### config.mk
export PLATFORM = sky130hd
export DESIGN_NAME = adc_i2s_source
export DESIGN_NICKNAME = d
export VERILOG_FILES = /design/src/rtl/adc_i2s_pkg.sv /design/src/rtl/adc_frame_fifo.sv /design/src/rtl/adc_i2s_source.sv
export SDC_FILE = /design/constraint.sdc
export NUM_CORES = 1
export LEC_CHECK = 0
export ABC_AREA = 1
export CAP_MARGIN = 10
export CORE_MARGIN = 2
export CORE_UTILIZATION = 60
export DETAILED_ROUTE_END_ITERATION = 16
export PLACE_DENSITY_LB_ADDON = 0.2
export SKIP_LAST_GASP = 1
export SLEW_MARGIN = 20
export SYNTH_ARGS = -nofsm -noshare
export SYNTH_HDL_FRONTEND = slang
export SYNTH_SLANG_ARGS = --single-unit
### constraint.sdc
create_clock -name m_clk -period 5 [get_ports m_clk]
set_clock_uncertainty 0.2 [all_clocks]
set_input_delay 1.25 -clock m_clk [delete_from_list [all_inputs] [get_ports m_clk]]
set_output_delay 1.25 -clock m_clk [all_outputs]
set_load 0.005 [all_outputs]
### src/rtl/adc_i2s_pkg.sv
// Shared types and constants for the WM8731-style ADC serial data source.
// Holds the FSM encoding, justification mode codes and counter helpers.
package adc_i2s_pkg;

    typedef enum logic [1:0] {
        WAIT_FRAME = 2'd0,
        SLOT_L     = 2'd1,
        SLOT_R     = 2'd2
    } state_e;

    localparam int MODE_LJ     = 0;
    localparam int MODE_I2S    = 1;
    localparam int SYNC_STAGES = 2;
    localparam int CNT_W       = 16;

    function automatic logic [CNT_W-1:0] sat_inc(input logic [CNT_W-1:0] v);
        return (&v) ? v : v + 1'b1;
    endfunction

endpackage

### src/rtl/adc_frame_fifo.sv
// Synchronous first-word-fall-through FIFO for stereo frames.
// Pushes while full and pops while empty are ignored.
module adc_frame_fifo
    import adc_i2s_pkg::*;
#(
    parameter int WIDTH = 48,
    parameter int DEPTH = 8,
    localparam int AW   = $clog2(DEPTH)
) (
    input  logic             clk,
    input  logic             rst_n,
    input  logic             push,
    input  logic             pop,
    input  logic [WIDTH-1:0] din,
    output logic [WIDTH-1:0] dout,
    output logic             full,
    output logic             empty,
    output logic [AW:0]      level
);

    logic [WIDTH-1:0] mem_q [DEPTH];
    logic [AW-1:0]    wr_ptr_q, wr_ptr_d, rd_ptr_q, rd_ptr_d;
    logic [AW:0]      level_q, level_d;
    logic             do_push, do_pop;

    assign full    = (level_q == (AW+1)'(DEPTH));
    assign empty   = (level_q == '0);
    assign level   = level_q;
    assign dout    = mem_q[rd_ptr_q];
    assign do_push = push && !full;
    assign do_pop  = pop && !empty;

    always_comb begin
        wr_ptr_d = wr_ptr_q + AW'(do_push);
        rd_ptr_d = rd_ptr_q + AW'(do_pop);
        level_d  = level_q;
        case ({do_push, do_pop})
            2'b10:   level_d = level_q + 1'b1;
            2'b01:   level_d = level_q - 1'b1;
            default: level_d = level_q;
        endcase
    end

    always_ff @(posedge clk or negedge rst_n) begin
        if (!rst_n) begin
            wr_ptr_q <= '0;
            rd_ptr_q <= '0;
            level_q  <= '0;
        end else begin
            wr_ptr_q <= wr_ptr_d;
            rd_ptr_q <= rd_ptr_d;
            level_q  <= level_d;
        end
    end

    // storage carries no reset; the pointers define what is valid
    always_ff @(posedge clk) begin
        if (do_push) mem_q[wr_ptr_q] <= din;
    end

endmodule

### src/rtl/adc_i2s_source.sv
// Emulated WM8731 ADC serial output: oversamples b_clk/adc_lr_clk on m_clk,
// pops one buffered stereo frame per frame clock and shifts it out MSB-first.
module adc_i2s_source
    import adc_i2s_pkg::*;
#(
    parameter int WIDTH    = 24,
    parameter int CHANNELS = 2,
    parameter int MODE     = 0,
    parameter int LR_POL   = 1,
    parameter int DEPTH    = 8
) (
    input  logic                     m_clk,
    input  logic                     rst_n,
    input  logic                     b_clk,
    input  logic                     adc_lr_clk,
    input  logic                     s_valid,
    output logic                     s_ready,
    input  logic [WIDTH-1:0]         s_left,
    input  logic [WIDTH-1:0]         s_right,
    output logic                     adcdat,
    output logic [$clog2(DEPTH):0]   fifo_level,
    output logic                     underrun,
    output logic [CNT_W-1:0]         underrun_cnt,
    output logic [CNT_W-1:0]         frame_cnt
);

    localparam logic LR_LVL = 1'(LR_POL);

    logic [SYNC_STAGES-1:0] b_sync_q, b_sync_d, lr_sync_q, lr_sync_d;
    logic                   b_dly_q, b_dly_d, lr_dly_q, lr_dly_d;
    logic [1:0]             prime_q, prime_d;
    logic                   rdy_q;
    state_e                 state_q, state_d;
    logic [WIDTH-1:0]       shift_q, shift_d, hold_q, hold_d;
    logic [1:0]             k_q, k_d;
    logic                   adcdat_q, adcdat_d, underrun_q, underrun_d;
    logic [CNT_W-1:0]       ucnt_q, ucnt_d, fcnt_q, fcnt_d;
    logic                   primed, b_fall, lr_now, lr_edge, frame_start;
    logic                   fifo_full, fifo_empty, push, pop;
    logic [2*WIDTH-1:0]     fifo_dout;
    logic [WIDTH-1:0]       fifo_l, fifo_r;

    // edges are masked until the chains have refilled after reset, so a pin
    // that is already high never looks like a fresh transition
    assign primed      = (prime_q == 2'(SYNC_STAGES + 1));
    assign lr_now      = lr_sync_q[SYNC_STAGES-1];
    assign b_fall      = primed && b_dly_q && !b_sync_q[SYNC_STAGES-1];
    assign lr_edge     = primed && (lr_now != lr_dly_q);
    assign frame_start = lr_edge && (lr_now == LR_LVL);

    assign s_ready      = rdy_q && !fifo_full;
    assign push         = s_valid && s_ready;
    assign fifo_l       = fifo_dout[WIDTH-1:0];
    assign fifo_r       = fifo_dout[2*WIDTH-1:WIDTH];
    assign adcdat       = adcdat_q;
    assign underrun     = underrun_q;
    assign underrun_cnt = ucnt_q;
    assign frame_cnt    = fcnt_q;

    adc_frame_fifo #(
        .WIDTH (2*WIDTH),
        .DEPTH (DEPTH)
    ) u_fifo (
        .clk   (m_clk),
        .rst_n (rst_n),
        .push  (push),
        .pop   (pop),
        .din   ({s_right, s_left}),
        .dout  (fifo_dout),
        .full  (fifo_full),
        .empty (fifo_empty),
        .level (fifo_level)
    );

    always_comb begin
        b_sync_d  = {b_sync_q[SYNC_STAGES-2:0], b_clk};
        lr_sync_d = {lr_sync_q[SYNC_STAGES-2:0], adc_lr_clk};
        b_dly_d   = b_sync_q[SYNC_STAGES-1];
        lr_dly_d  = lr_sync_q[SYNC_STAGES-1];
        prime_d   = primed ? prime_q : prime_q + 2'd1;
    end

    always_comb begin
        state_d    = state_q;
        shift_d    = shift_q;
        hold_d     = hold_q;
        k_d        = k_q;
        adcdat_d   = adcdat_q;
        underrun_d = 1'b0;
        ucnt_d     = ucnt_q;
        fcnt_d     = fcnt_q;
        pop        = 1'b0;

        if (frame_start) begin
            state_d = SLOT_L;
            fcnt_d  = fcnt_q + 1'b1;
            k_d     = 2'd0;
            if (!fifo_empty) begin
                pop     = 1'b1;
                shift_d = fifo_l;
                hold_d  = (CHANNELS == 1) ? fifo_l : fifo_r;
            end else begin
                shift_d    = '0;
                hold_d     = '0;
                underrun_d = 1'b1;
                ucnt_d     = sat_inc(ucnt_q);
            end
        end else if (lr_edge && state_q != WAIT_FRAME) begin
            state_d = SLOT_R;
            shift_d = hold_q;
            k_d     = 2'd0;
        end

        // a fall coinciding with the LR edge is the new slot's first fall;
        // the zero-filled shifter pads the slot once WIDTH bits are out
        if (b_fall && state_d != WAIT_FRAME) begin
            if (k_d != 2'd2) k_d = k_d + 2'd1;
            if (k_d > 2'(MODE)) begin
                adcdat_d = shift_d[WIDTH-1];
                shift_d  = {shift_d[WIDTH-2:0], 1'b0};
            end else begin
                adcdat_d = 1'b0;
            end
        end
    end

    always_ff @(posedge m_clk or negedge rst_n) begin
        if (!rst_n) begin
            b_sync_q   <= '0;
            lr_sync_q  <= '0;
            b_dly_q    <= 1'b0;
            lr_dly_q   <= 1'b0;
            prime_q    <= 2'd0;
            rdy_q      <= 1'b0;
            state_q    <= WAIT_FRAME;
            shift_q    <= '0;
            hold_q     <= '0;
            k_q        <= 2'd0;
            adcdat_q   <= 1'b0;
            underrun_q <= 1'b0;
            ucnt_q     <= '0;
            fcnt_q     <= '0;
        end else begin
            b_sync_q   <= b_sync_d;
            lr_sync_q  <= lr_sync_d;
            b_dly_q    <= b_dly_d;
            lr_dly_q   <= lr_dly_d;
            prime_q    <= prime_d;
            rdy_q      <= 1'b1;
            state_q    <= state_d;
            shift_q    <= shift_d;
            hold_q     <= hold_d;
            k_q        <= k_d;
            adcdat_q   <= adcdat_d;
            underrun_q <= underrun_d;
            ucnt_q     <= ucnt_d;
            fcnt_q     <= fcnt_d;
        end
    end

endmodule

==> flow_results.xml, run 1 <==
<?xml version="1.0" encoding="UTF-8"?>
<metrics>
  <group name="final_layout">
    <metric name="post_route_cells_drive_above_1_share" unit="%">5.77</metric>
    <metric name="area.sequential" unit="um2">14200</metric>
    <metric name="num_antenna_cells" unit="">0</metric>
    <metric name="final_core_utilization" unit="%">68.6</metric>
    <metric name="stdcell_count" unit="">2516</metric>
    <metric name="finish.net_count" unit="">2093</metric>
    <metric name="area_of_the_multi_input_gates" unit="um2">5330</metric>
    <metric name="syn2layout_area_growth" unit="%">13.1</metric>
    <metric name="final.fill_count" unit="">2465</metric>
  </group>
  <group name="global_routing">
    <metric name="antenna_found_initial" unit="">0</metric>
    <metric name="grt_util_all_layers" unit="%">27.3</metric>
    <metric name="maximum_number_of_pins_on_one_net_before_global_route_repair" unit="">87</metric>
    <metric name="grt_first_pass_wirelength" unit="mm">75.7</metric>
    <metric name="grt_overflow" unit="">0</metric>
    <metric name="number_of_global_route_vias_before_repair" unit="">13967</metric>
  </group>
  <group name="power">
    <metric name="vdd.ir_drop.worst" unit="uV">339</metric>
    <metric name="leakage" unit="nW">9.55</metric>
    <metric name="power_density" unit="nW/um2">512</metric>
  </group>
  <group name="yosys">
    <metric name="synthesis.yosys.warnings" unit="">0</metric>
    <metric name="yosys_register_bits" unit="">489</metric>
    <metric name="post-synth-top-count-cell" unit="">nand2_1</metric>
    <metric name="area_fraction_of_the_dominant_cell_type_after_synthesis" unit="%">55.3</metric>
    <metric name="post_synth_num_cell_types" unit="">32</metric>
    <metric name="ys_top_cells_by_count" unit="">466 x nand2_1, 384 x edfxtp_1, 233 x inv_1, 230 x nand3_1, 178 x nor2_1</metric>
    <metric name="ys.flop_type" unit="">edfxtp_1</metric>
    <metric name="syn_nets" unit="">2022</metric>
    <metric name="synth.top_cells.by_area" unit="">edfxtp_1 55%, dfrtp_1 13%, nand2_1 8.4%</metric>
    <metric name="seq_area_frac_synth" unit="%">67.9</metric>
    <metric name="synth.largest_area_cell" unit="">edfxtp_1</metric>
    <metric name="synthCells" unit="">1957</metric>
    <metric name="postSynthAreaPerCell" unit="um2">10.7</metric>
    <metric name="async_reset_ff_share" unit="%">21.5</metric>
    <metric name="synthesis.area" unit="um2">20900</metric>
    <metric name="edff_count_synth" unit="">384</metric>
  </group>
  <group name="clock_network">
    <metric name="cts_tree" unit="">yes</metric>
    <metric name="clock_tree.buffer_depth" unit="">3</metric>
    <metric name="cts_resized" unit="">0</metric>
    <metric name="cts_root_buf" unit="">clkbuf_16</metric>
    <metric name="cts-htree-levels" unit="">2</metric>
    <metric name="clk_latency" unit="ns">0.57</metric>
    <metric name="hold_buffers" unit="">0</metric>
    <metric name="cts_setup_buffers" unit="">0</metric>
    <metric name="path_clk_slew" unit="ns">0.06</metric>
    <metric name="cts_sinks" unit="">489</metric>
    <metric name="cts_buffer_count" unit="">49</metric>
  </group>
  <group name="setup_path">
    <metric name="required" unit="ns">5.25</metric>
    <metric name="criticalPathCategory" unit="">register to register</metric>
    <metric name="critical_path.startpoint_type" unit="">register</metric>
    <metric name="crit_path_end_kind" unit="">register</metric>
    <metric name="critical_path_peak_fanout" unit="">27</metric>
    <metric name="timing.critical_path.arrival" unit="ns">3.79</metric>
    <metric name="launching_point_of_the_worst_reg2reg_path" unit="">prime_q[0]$_DFFE_PN0P_</metric>
    <metric name="worstSetupStartpoint" unit="">prime_q[0]$_DFFE_PN0P_</metric>
  </group>
  <group name="worst_hold_path">
    <metric name="holdCritStartpoint" unit="">b_sync_q[0]$_DFF_PN0_</metric>
    <metric name="holdCritPathClass" unit="">register to register</metric>
  </group>
  <group name="sta">
    <metric name="tightestPinTransition" unit="ns">0.976</metric>
    <metric name="finalSetupTns" unit="ns">0</metric>
    <metric name="timing.final.crit_share" unit="%">70.8</metric>
    <metric name="timing.final.crit_period" unit="ns">3.54</metric>
    <metric name="max_clk_rate" unit="GHz">0.282</metric>
    <metric name="whs" unit="ns">0.165</metric>
    <metric name="drv_slew" unit="">0</metric>
    <metric name="finalHoldViolCount" unit="">0</metric>
    <metric name="timing.final.setup_violations" unit="">0</metric>
    <metric name="max_slew_margin" unit="%">34.9</metric>
    <metric name="unrepaired_setup_endpoints_after_global_routing" unit="">false</metric>
    <metric name="finalWorstSetupSlack" unit="ns">1.46</metric>
  </group>
  <group name="drt">
    <metric name="drtPass1Iterations" unit="">8</metric>
    <metric name="post_drt_via_cell_ratio" unit="">5.64</metric>
    <metric name="routed-wl-met3" unit="mm">4.25</metric>
    <metric name="detail_route.drc_violations" unit="">0</metric>
    <metric name="avgRoutedWirePerCell" unit="um">19.0</metric>
    <metric name="route.final.wire_length" unit="mm">47.9</metric>
    <metric name="detail_route.wirelength.met1" unit="mm">19.7</metric>
    <metric name="drt_iter0_markers" unit="">1687</metric>
    <metric name="route.met2.wl" unit="mm">22.7</metric>
    <metric name="drt.antenna.violating_nets" unit="">0</metric>
    <metric name="vias" unit="">14186</metric>
    <metric name="dr.max_layer_used" unit="">met4</metric>
  </group>
  <group name="die">
    <metric name="starting_density" unit="%">60.7</metric>
    <metric name="design.core.area" unit="um2">34400</metric>
    <metric name="die_area" unit="um2">36300</metric>
    <metric name="boundaryPins" unit="">92</metric>
    <metric name="floorplan.die.height" unit="um">190</metric>
    <metric name="fp-row-count" unit="">68</metric>
    <metric name="die_x" unit="um">190</metric>
  </group>
  <group name="place">
    <metric name="placed_cells" unit="">2431</metric>
    <metric name="pre_cts_ws" unit="ns">1.10</metric>
    <metric name="gp_routability_congestion" unit="">0.865</metric>
    <metric name="detailed_place_hpwl" unit="mm">28.6</metric>
    <metric name="port-buffer-count" unit="">91</metric>
  </group>
  <group name="job">
    <metric name="drv_cap" unit="">0</metric>
  </group>
  <group name="status">
    <metric name="run_status" unit="">finished, final reports clean</metric>
  </group>
</metrics>
-- worst max-delay path: stages, from the launching register on --
cell and delay (ns):
dfrtp_1 0.36, ha_1 0.28, nand2_1 0.13, nor2_4 0.46, nand2_4 0.33, nand3_1 0.23
inv_1 0.09, ha_1 0.24, nor2_4 0.50, inv_2 0.34, nand2_1 0.17, nand2_1 0.08
-- sequential cells by signal, summed over array words and instances, names as in the netlist --
| signal | flops |
|---|---|
| adcdat | 1 |
| b_dly_q | 1 |
| b_sync_q | 2 |
| frame_cnt | 16 |
| hold_q | 24 |
| k_q | 2 |
| lr_dly_q | 1 |
| lr_sync_q | 2 |
| prime_q | 2 |
| rdy_q | 1 |
| shift_q | 24 |
| state_q | 2 |
| u_fifo.level | 4 |
| u_fifo.mem_q | 384 |
| u_fifo.rd_ptr_q | 3 |
| u_fifo.wr_ptr_q | 3 |
| underrun | 1 |
| underrun_cnt | 16 |
-- logic make-up (layout without fill, tap and decap cells) --
logic type	count (synthesis)	after routing	share of synthesized area [%]
AOI/OAI and AO/OA	180	180	4.91
xor gates and xnor gates	28	28	1.18
adders and majority gates	12	12	0.720
buffers and inverters	336	440	6.86
DFF	489	489	67.9
muxes	1	1	0.0540
other	1	1	0.0180
and+or+nand+nor	910	910	18.4
-- metal layers --
layer / track usage (%) / vias up
met1: 38.7 / 6848
met5: 0 / -
met4: 7.84 / 0
li1: - / 6640
met3: 4.23 / 81
met2: 44.4 / 617
-- placed cells by master, fill, tap and decap left out, drive strengths merged, types with 12 or more instances in the layout --
cell,n
inv,237
nand4,14
buf,28
o211ai,48
dfrtp,105
clkinv,20
o21ai,125
nand3,234
edfxtp,384
xor2,16
ha,12
xnor2,12
nand2,469
clkdlybuf4s50,90
nor2,183
clkbuf,63
-- area by class of cell --
| type | count | area share (%) |
|---|---|---|
| Timing Repair Buffer | 118 | 5.06 |
| Multi-Input combinational cell | 1132 | 22.6 |
| Clock inverter | 21 | 0.621 |
| Tap cell | 455 | 2.41 |
| Inverter | 238 | 3.80 |
| Clock buffer | 63 | 5.46 |
| Sequential cell | 489 | 60.1 |
-- stage by stage --
step	power (W)	cell area [um2]
6_report	0.0121	23600
5_1_grt	0.0128	23600
4_1_cts	0.0121	23600
3_5_place_dp	0.00875	22100
3_3_place_gp	0.00865	22100
2_1_floorplan	0.00765	20900
-- final timing paths --
| check | depth (start not counted) | end | slack, ns |
|---|---|---|---|
| max | 11 | shift_q[20]$_DFF_PN0_ | 1.46 |
| min | 0 | b_sync_q[1]$_DFF_PN0_ | 0.16 |
| max reg2reg | 11 | shift_q[20]$_DFF_PN0_ | 1.46 |
| min reg2reg | 0 | b_sync_q[1]$_DFF_PN0_ | 0.16 |
| max in group asynchronous | 3 | frame_cnt[8]$_DFFE_PN0N_ | 3.24 |
| min in group asynchronous | 1 | shift_q[14]$_DFF_PN0_ | 0.37 |
-- power breakdown --
part           total, W  internal, W  switching [W]
clock           0.00335      0.00191        0.00145
combinational   0.00346      0.00109        0.00236
sequential      0.00526      0.00492       0.000338
Note: power is estimated with default switching activity, not from simulation.
==> inputs of run 2 (changes only) <==
--- a/config.mk
+++ b/config.mk
@@ -8,7 +8,7 @@
 export ABC_AREA = 1
 export CAP_MARGIN = 10
 export CORE_MARGIN = 2
-export CORE_UTILIZATION = 60
+export CORE_UTILIZATION = 55
 export DETAILED_ROUTE_END_ITERATION = 16
 export PLACE_DENSITY_LB_ADDON = 0.2
 export SKIP_LAST_GASP = 1
==> constraint.sdc (replaced) <==
create_clock -name m_clk -period 3.25 [get_ports m_clk]
set_clock_uncertainty 0.2 [all_clocks]
set_input_delay 0.8125 -clock m_clk [delete_from_list [all_inputs] [get_ports m_clk]]
set_output_delay 0.8125 -clock m_clk [all_outputs]
set_load 0.005 [all_outputs]
==> flow_results.xml, run 2 (same netlist as run 1, synthesis figures left out) <==
<?xml version="1.0" encoding="UTF-8"?>
<metrics>
  <group name="status">
    <metric name="run_status" unit="">finished, final reports clean</metric>
  </group>
  <group name="sta">
    <metric name="drv_slew" unit="">0</metric>
    <metric name="max_clk_rate" unit="GHz">0.338</metric>
    <metric name="timing.final.setup_violations" unit="">0</metric>
    <metric name="max_slew_margin" unit="%">34.9</metric>
    <metric name="whs" unit="ns">0.0309</metric>
    <metric name="timing.final.crit_period" unit="ns">2.96</metric>
    <metric name="unrepaired_setup_endpoints_after_global_routing" unit="">false</metric>
    <metric name="finalSetupTns" unit="ns">0</metric>
    <metric name="tightestPinTransition" unit="ns">0.971</metric>
    <metric name="finalHoldViolCount" unit="">0</metric>
    <metric name="timing.final.crit_share" unit="%">91.1</metric>
  </group>
  <group name="power">
    <metric name="power_density" unit="nW/um2">791</metric>
    <metric name="power_report.internal_total" unit="W">0.0126</metric>
    <metric name="power.combinational.fraction" unit="%">28.4</metric>
    <metric name="leakage" unit="nW">9.70</metric>
    <metric name="clkPwrFrac" unit="%">29.6</metric>
    <metric name="p_switching" unit="W">0.00636</metric>
    <metric name="sequentialPowerShare" unit="%">42.1</metric>
    <metric name="sw_frac_of_total" unit="%">33.5</metric>
    <metric name="vdd.ir_drop.worst" unit="uV">943</metric>
  </group>
  <group name="final_layout">
    <metric name="regs_by_ff_count" unit="">u_fifo.mem_q (384), hold_q (24), shift_q (24)</metric>
    <metric name="area_of_the_multi_input_gates" unit="um2">5330</metric>
    <metric name="final.fill_count" unit="">2924</metric>
    <metric name="post_route_cells_drive_above_1_share" unit="%">6.54</metric>
    <metric name="area.sequential" unit="um2">14200</metric>
    <metric name="mostFrequentLayoutCells" unit="">466 x nand2_1, 384 x edfxtp_1, 232 x inv_1</metric>
    <metric name="layout.cell_area.non_filler" unit="um2">24000</metric>
    <metric name="stdcell_count" unit="">2591</metric>
    <metric name="registers.top_by_ff_count" unit="">u_fifo.mem_q</metric>
    <metric name="layout.cells.most_common" unit="">nand2_1</metric>
    <metric name="final_core_utilization" unit="%">64.0</metric>
    <metric name="finish.net_count" unit="">2102</metric>
    <metric name="num_antenna_cells" unit="">0</metric>
    <metric name="flip_flop_count_of_the_largest_register_after_layout" unit="">384</metric>
    <metric name="syn2layout_area_growth" unit="%">15.1</metric>
  </group>
  <group name="global_routing">
    <metric name="number_of_global_route_vias_before_repair" unit="">13537</metric>
    <metric name="grt_first_pass_wirelength" unit="mm">71.5</metric>
    <metric name="grt_util_all_layers" unit="%">23.5</metric>
    <metric name="maximum_number_of_pins_on_one_net_before_global_route_repair" unit="">194</metric>
    <metric name="antenna_found_initial" unit="">0</metric>
    <metric name="grt_overflow" unit="">0</metric>
  </group>
  <group name="die">
    <metric name="fp-row-count" unit="">71</metric>
    <metric name="floorplan.die.height" unit="um">199</metric>
    <metric name="starting_density" unit="%">55.6</metric>
    <metric name="design.core.area" unit="um2">37500</metric>
    <metric name="boundaryPins" unit="">92</metric>
    <metric name="die_x" unit="um">199</metric>
    <metric name="die_area" unit="um2">39500</metric>
  </group>
  <group name="drt">
    <metric name="drt.antenna.violating_nets" unit="">0</metric>
    <metric name="post_drt_via_cell_ratio" unit="">5.38</metric>
    <metric name="avgRoutedWirePerCell" unit="um">17.5</metric>
    <metric name="drt_iter0_markers" unit="">1054</metric>
    <metric name="detail_route.drc_violations" unit="">0</metric>
    <metric name="drtPass1Iterations" unit="">5</metric>
    <metric name="route.final.wire_length" unit="mm">45.3</metric>
    <metric name="vias" unit="">13952</metric>
  </group>
  <group name="clock_network">
    <metric name="cts_sinks" unit="">489</metric>
    <metric name="clk_latency" unit="ns">0.58</metric>
    <metric name="hold_buffers" unit="">0</metric>
    <metric name="clock_tree.buffer_depth" unit="">3</metric>
    <metric name="cts_tree" unit="">yes</metric>
    <metric name="path_clk_slew" unit="ns">0.06</metric>
    <metric name="cts_buffer_count" unit="">51</metric>
    <metric name="cts-htree-levels" unit="">2</metric>
    <metric name="cts_setup_buffers" unit="">0</metric>
    <metric name="cts_root_buf" unit="">clkbuf_16</metric>
    <metric name="cts_resized" unit="">0</metric>
  </group>
  <group name="job">
    <metric name="drv_cap" unit="">0</metric>
  </group>
  <group name="place">
    <metric name="port-buffer-count" unit="">91</metric>
    <metric name="gp_routability_congestion" unit="">0.845</metric>
    <metric name="detailed_place_hpwl" unit="mm">25.3</metric>
    <metric name="postPlaceCellArea" unit="um2">22400</metric>
    <metric name="placed_cells" unit="">2495</metric>
  </group>
  <group name="setup_path">
    <metric name="criticalPathCategory" unit="">register to register</metric>
    <metric name="critical_path_peak_fanout" unit="">27</metric>
    <metric name="required" unit="ns">3.51</metric>
    <metric name="critical_path.startpoint_type" unit="">register</metric>
    <metric name="crit_path_end_kind" unit="">register</metric>
    <metric name="timing.critical_path.arrival" unit="ns">3.21</metric>
  </group>
  <group name="worst_hold_path">
    <metric name="holdCritPathClass" unit="">input port to asynchronous set/reset pin</metric>
  </group>
</metrics>
[run 2: power by group through the flow]
stage	registers [W]	logic [W]	clock network, W
4_1_cts	0.00798	0.00544	0.00570
6_report	0.00798	0.00538	0.00561
2_1_floorplan	0.00795	0.00383	0
3_5_place_dp	0.00810	0.00540	0
3_3_place_gp	0.00808	0.00530	0
5_1_grt	0.00805	0.00606	0.00596
[run 2: routing by layer]
layer / GRT usage (%) / routed length (um) / up-vias
li1: - / - / 6676
met1: 30.9 / 19300 / 6784
met2: 40.9 / 22600 / 419
met3: 3.17 / 2490 / 73
met4: 7.16 / 981 / 0
met5: 0 / 0 / -
[run 2: metrics by stage]
step                      setup slack (ns)  total power (W)
after detailed placement             0.230           0.0135
after CTS                            0.306           0.0191
after global placement               0.256           0.0134
final                                0.291           0.0190
after global routing                0.0366           0.0201
after floorplan                     -0.509           0.0118
[run 2: worst max-delay path: stages, from the launching register on]
cell and delay, ns:
dfrtp_1 0.36, ha_1 0.29, nand2_1 0.13, nor2_4 0.13, nand2_4 0.19, nand3_1 0.18
inv_1 0.06, ha_1 0.23, nor2_4 0.51, inv_2 0.34, nand2_1 0.16, nand2_1 0.06
[run 2: final timing paths]
kind / startpoint / to / slack [ns] / cells past startpoint
worst min-delay path: rst_n / underrun_cnt[9]$_DFFE_PN0P_ / 0.03 / 1
min in group m_clk: b_sync_q[0]$_DFF_PN0_ / b_sync_q[1]$_DFF_PN0_ / 0.15 / 0
worst max-delay path: prime_q[0]$_DFFE_PN0P_ / shift_q[16]$_DFF_PN0_ / 0.29 / 11
worst max register to register: prime_q[0]$_DFFE_PN0P_ / shift_q[16]$_DFF_PN0_ / 0.29 / 11
max in group asynchronous: rst_n / hold_q[11]$_DFFE_PN0N_ / 2.17 / 2
worst min register to register: b_sync_q[0]$_DFF_PN0_ / b_sync_q[1]$_DFF_PN0_ / 0.15 / 0
[run 2: layout make-up]
cell class,instances,share of cell area [%]
clock inverter,27,0.886
sequential,489,59.0
timing repair buffer,125,5.63
clock buffer,69,5.86
inverter,238,3.73
tap,511,2.66
multi-input combinational,1132,22.2
==> inputs of run 3 (changes only) <==
--- a/config.mk
+++ b/config.mk
@@ -7,8 +7,10 @@
 export LEC_CHECK = 0
 export ABC_AREA = 1
 export CAP_MARGIN = 10
+export CELL_PAD_IN_SITES_DETAIL_PLACEMENT = 2
+export CELL_PAD_IN_SITES_GLOBAL_PLACEMENT = 2
 export CORE_MARGIN = 2
-export CORE_UTILIZATION = 55
+export CORE_UTILIZATION = 36
 export DETAILED_ROUTE_END_ITERATION = 16
 export PLACE_DENSITY_LB_ADDON = 0.2
 export SKIP_LAST_GASP = 1
==> flow_results.xml, run 3 (same netlist as run 1, synthesis figures left out) <==
<?xml version="1.0" encoding="UTF-8"?>
<metrics>
  <group name="die">
    <metric name="boundaryPins" unit="">92</metric>
    <metric name="starting_density" unit="%">36.3</metric>
    <metric name="floorplan.die.height" unit="um">245</metric>
    <metric name="die_area" unit="um2">59900</metric>
    <metric name="design.core.area" unit="um2">57500</metric>
    <metric name="fp-row-count" unit="">88</metric>
    <metric name="die_x" unit="um">245</metric>
  </group>
  <group name="setup_path">
    <metric name="crit_path_max_incr_delay" unit="ns">0.53</metric>
    <metric name="required" unit="ns">2.24</metric>
    <metric name="critical_path.startpoint_type" unit="">register</metric>
    <metric name="path_cells" unit="">inv_1 -&gt; a31oi_1 -&gt; clkdlybuf4s50_1</metric>
    <metric name="critical_path_peak_fanout" unit="">4</metric>
    <metric name="timing.critical_path.arrival" unit="ns">1.86</metric>
    <metric name="worst_r2r_path_depth" unit="">9</metric>
    <metric name="critical_path.slowest_cell" unit="">clkdlybuf4s50_1</metric>
    <metric name="crit_path_end_kind" unit="">output port</metric>
    <metric name="criticalPathCategory" unit="">register to output port</metric>
  </group>
  <group name="clock_network">
    <metric name="clock_tree.buffer_depth" unit="">3</metric>
    <metric name="cts-htree-levels" unit="">2</metric>
    <metric name="cts_root_buf" unit="">clkbuf_16</metric>
    <metric name="cts_sinks" unit="">489</metric>
    <metric name="cts_tree" unit="">yes</metric>
    <metric name="cts_buffer_count" unit="">54</metric>
    <metric name="clk_latency" unit="ns">0.60</metric>
    <metric name="cts_setup_buffers" unit="">0</metric>
    <metric name="path_clk_slew" unit="ns">0.06</metric>
  </group>
  <group name="final_layout">
    <metric name="mostFrequentLayoutCells" unit="">466 x nand2_1, 384 x edfxtp_1, 232 x inv_1</metric>
    <metric name="syn2layout_area_growth" unit="%">16.7</metric>
    <metric name="final.fill_count" unit="">5953</metric>
    <metric name="post_route_cells_drive_above_1_share" unit="%">6.25</metric>
    <metric name="stdcell_count" unit="">2846</metric>
    <metric name="registers.top_by_ff_count" unit="">u_fifo.mem_q</metric>
    <metric name="finish.net_count" unit="">2102</metric>
    <metric name="layout.cells.most_common" unit="">nand2_1</metric>
    <metric name="regs_by_ff_count" unit="">u_fifo.mem_q (384), hold_q (24), shift_q (24)</metric>
    <metric name="num_antenna_cells" unit="">0</metric>
    <metric name="flip_flop_count_of_the_largest_register_after_layout" unit="">384</metric>
  </group>
  <group name="drt">
    <metric name="vias" unit="">14301</metric>
    <metric name="drtPass1Iterations" unit="">6</metric>
    <metric name="drt.antenna.violating_nets" unit="">0</metric>
    <metric name="drt_iter0_markers" unit="">511</metric>
    <metric name="route.final.wire_length" unit="mm">58.8</metric>
    <metric name="avgRoutedWirePerCell" unit="um">20.7</metric>
    <metric name="detail_route.drc_violations" unit="">0</metric>
    <metric name="post_drt_via_cell_ratio" unit="">5.02</metric>
  </group>
  <group name="sta">
    <metric name="whs" unit="ns">0.160</metric>
    <metric name="tightestPinTransition" unit="ns">0.893</metric>
    <metric name="max_slew_margin" unit="%">40.5</metric>
    <metric name="timing.final.crit_period" unit="ns">2.87</metric>
    <metric name="timing.final.setup_violations" unit="">0</metric>
    <metric name="finalSetupTns" unit="ns">0</metric>
    <metric name="timing.final.crit_share" unit="%">88.3</metric>
    <metric name="drv_slew" unit="">0</metric>
    <metric name="unrepaired_setup_endpoints_after_global_routing" unit="">false</metric>
    <metric name="finalHoldViolCount" unit="">0</metric>
    <metric name="max_clk_rate" unit="GHz">0.349</metric>
  </group>
  <group name="place">
    <metric name="detailed_place_hpwl" unit="mm">33.9</metric>
    <metric name="placed_cells" unit="">2744</metric>
    <metric name="gp_routability_congestion" unit="">0.745</metric>
    <metric name="port-buffer-count" unit="">91</metric>
  </group>
  <group name="global_routing">
    <metric name="grt_first_pass_wirelength" unit="mm">92.4</metric>
    <metric name="grt_overflow" unit="">0</metric>
    <metric name="antenna_found_initial" unit="">1</metric>
    <metric name="number_of_global_route_vias_before_repair" unit="">16132</metric>
    <metric name="grt_util_all_layers" unit="%">19.9</metric>
    <metric name="maximum_number_of_pins_on_one_net_before_global_route_repair" unit="">194</metric>
  </group>
  <group name="job">
    <metric name="drv_cap" unit="">0</metric>
  </group>
  <group name="status">
    <metric name="run_status" unit="">finished, final reports clean</metric>
  </group>
  <group name="worst_hold_path">
    <metric name="hold-path-cell-count" unit="">0</metric>
    <metric name="holdCritPathClass" unit="">register to register</metric>
  </group>
  <group name="power">
    <metric name="vdd.ir_drop.worst" unit="uV">495</metric>
    <metric name="power_density" unit="nW/um2">800</metric>
    <metric name="totalPowerFinal" unit="W">0.0195</metric>
    <metric name="leakage" unit="nW">9.69</metric>
  </group>
</metrics>
==> run 3: cell count changes in the layout (fill, tap and decap cells not counted), sizes merged <==
cell         change
buf              -5
bufinv           -1
clkbuf           +8
clkinv           -4
dlygate4sd3      +1
inv              +1
nor2             +1
==> run 3: routing by layer <==
layer / routed length, um / share of wire [%] / global-route usage (%) / up-vias
li1: - / - / - / 6672
met1: 24700 / 42 / 24.0 / 7360
met2: 31300 / 53 / 37.3 / 180
met3: 1740 / 3.0 / 2.58 / 87
met4: 1080 / 1.8 / 4.86 / 2
met5: 12 / 0.020 / 0 / -
==> run 3: path summary, 6_finish.rpt <==
path                                               to                         from  slack (ns)
worst min register to register  b_sync_q[1]$_DFF_PN0_        b_sync_q[0]$_DFF_PN0_        0.16
worst max-delay path                          s_ready  u_fifo.level[2]$_DFFE_PN0P_        0.38
worst max register to register  shift_q[23]$_DFF_PN0_       prime_q[0]$_DFFE_PN0P_        0.46
worst min-delay path            b_sync_q[1]$_DFF_PN0_        b_sync_q[0]$_DFF_PN0_        0.16
max in group asynchronous       shift_q[20]$_DFF_PN0_                        rst_n        1.64
min in group asynchronous       shift_q[21]$_DFF_PN0_                        rst_n        0.57
==> run 3: layout make-up <==
cell class	instances	area [um2]	area share (%)
Timing Repair Buffer	121	1350	5.54
Sequential cell	489	14200	58.2
Clock inverter	23	160	0.658
Tap cell	765	957	3.93
Inverter	238	898	3.69
Clock buffer	77	1480	6.08
Multi-Input combinational cell	1133	5330	21.9
==> run 3: repair_timing <==
| action | CTS | global route |
|---|---|---|
| endpoints found under the hold margin | 30 | 0 |
| setup endpoints to repair | 0 | 2 |
| gates resized for setup | 0 | 0 |
| hold buffers | 1 | 0 |
==> run 3: through the flow <==
step                utilization (%)  cell area (um2)  worst slack [ns]
floorplan                         -            20900            -0.509
global placement               39.5            22700             0.240
detailed placement             39.5            22700             0.145
CTS                            42.3            24300             0.202
global route                   42.4            24300             0.214
finish                         42.4            24300             0.381
==> run 3: power by group <==
| group | switching, W | internal, W |
|---|---|---|
| Combinational | 0.00394 | 0.00179 |
| Sequential | 0.000395 | 0.00758 |
| Clock | 0.00245 | 0.00330 |
==> run 3: worst max-delay path, delay by kind of cell, from the launching register on <==
kind                   cells  cell delay [ns]
buffers and inverters      2             0.64
DFF                        1             0.42
AOI/OAI and AO/OA          1             0.21
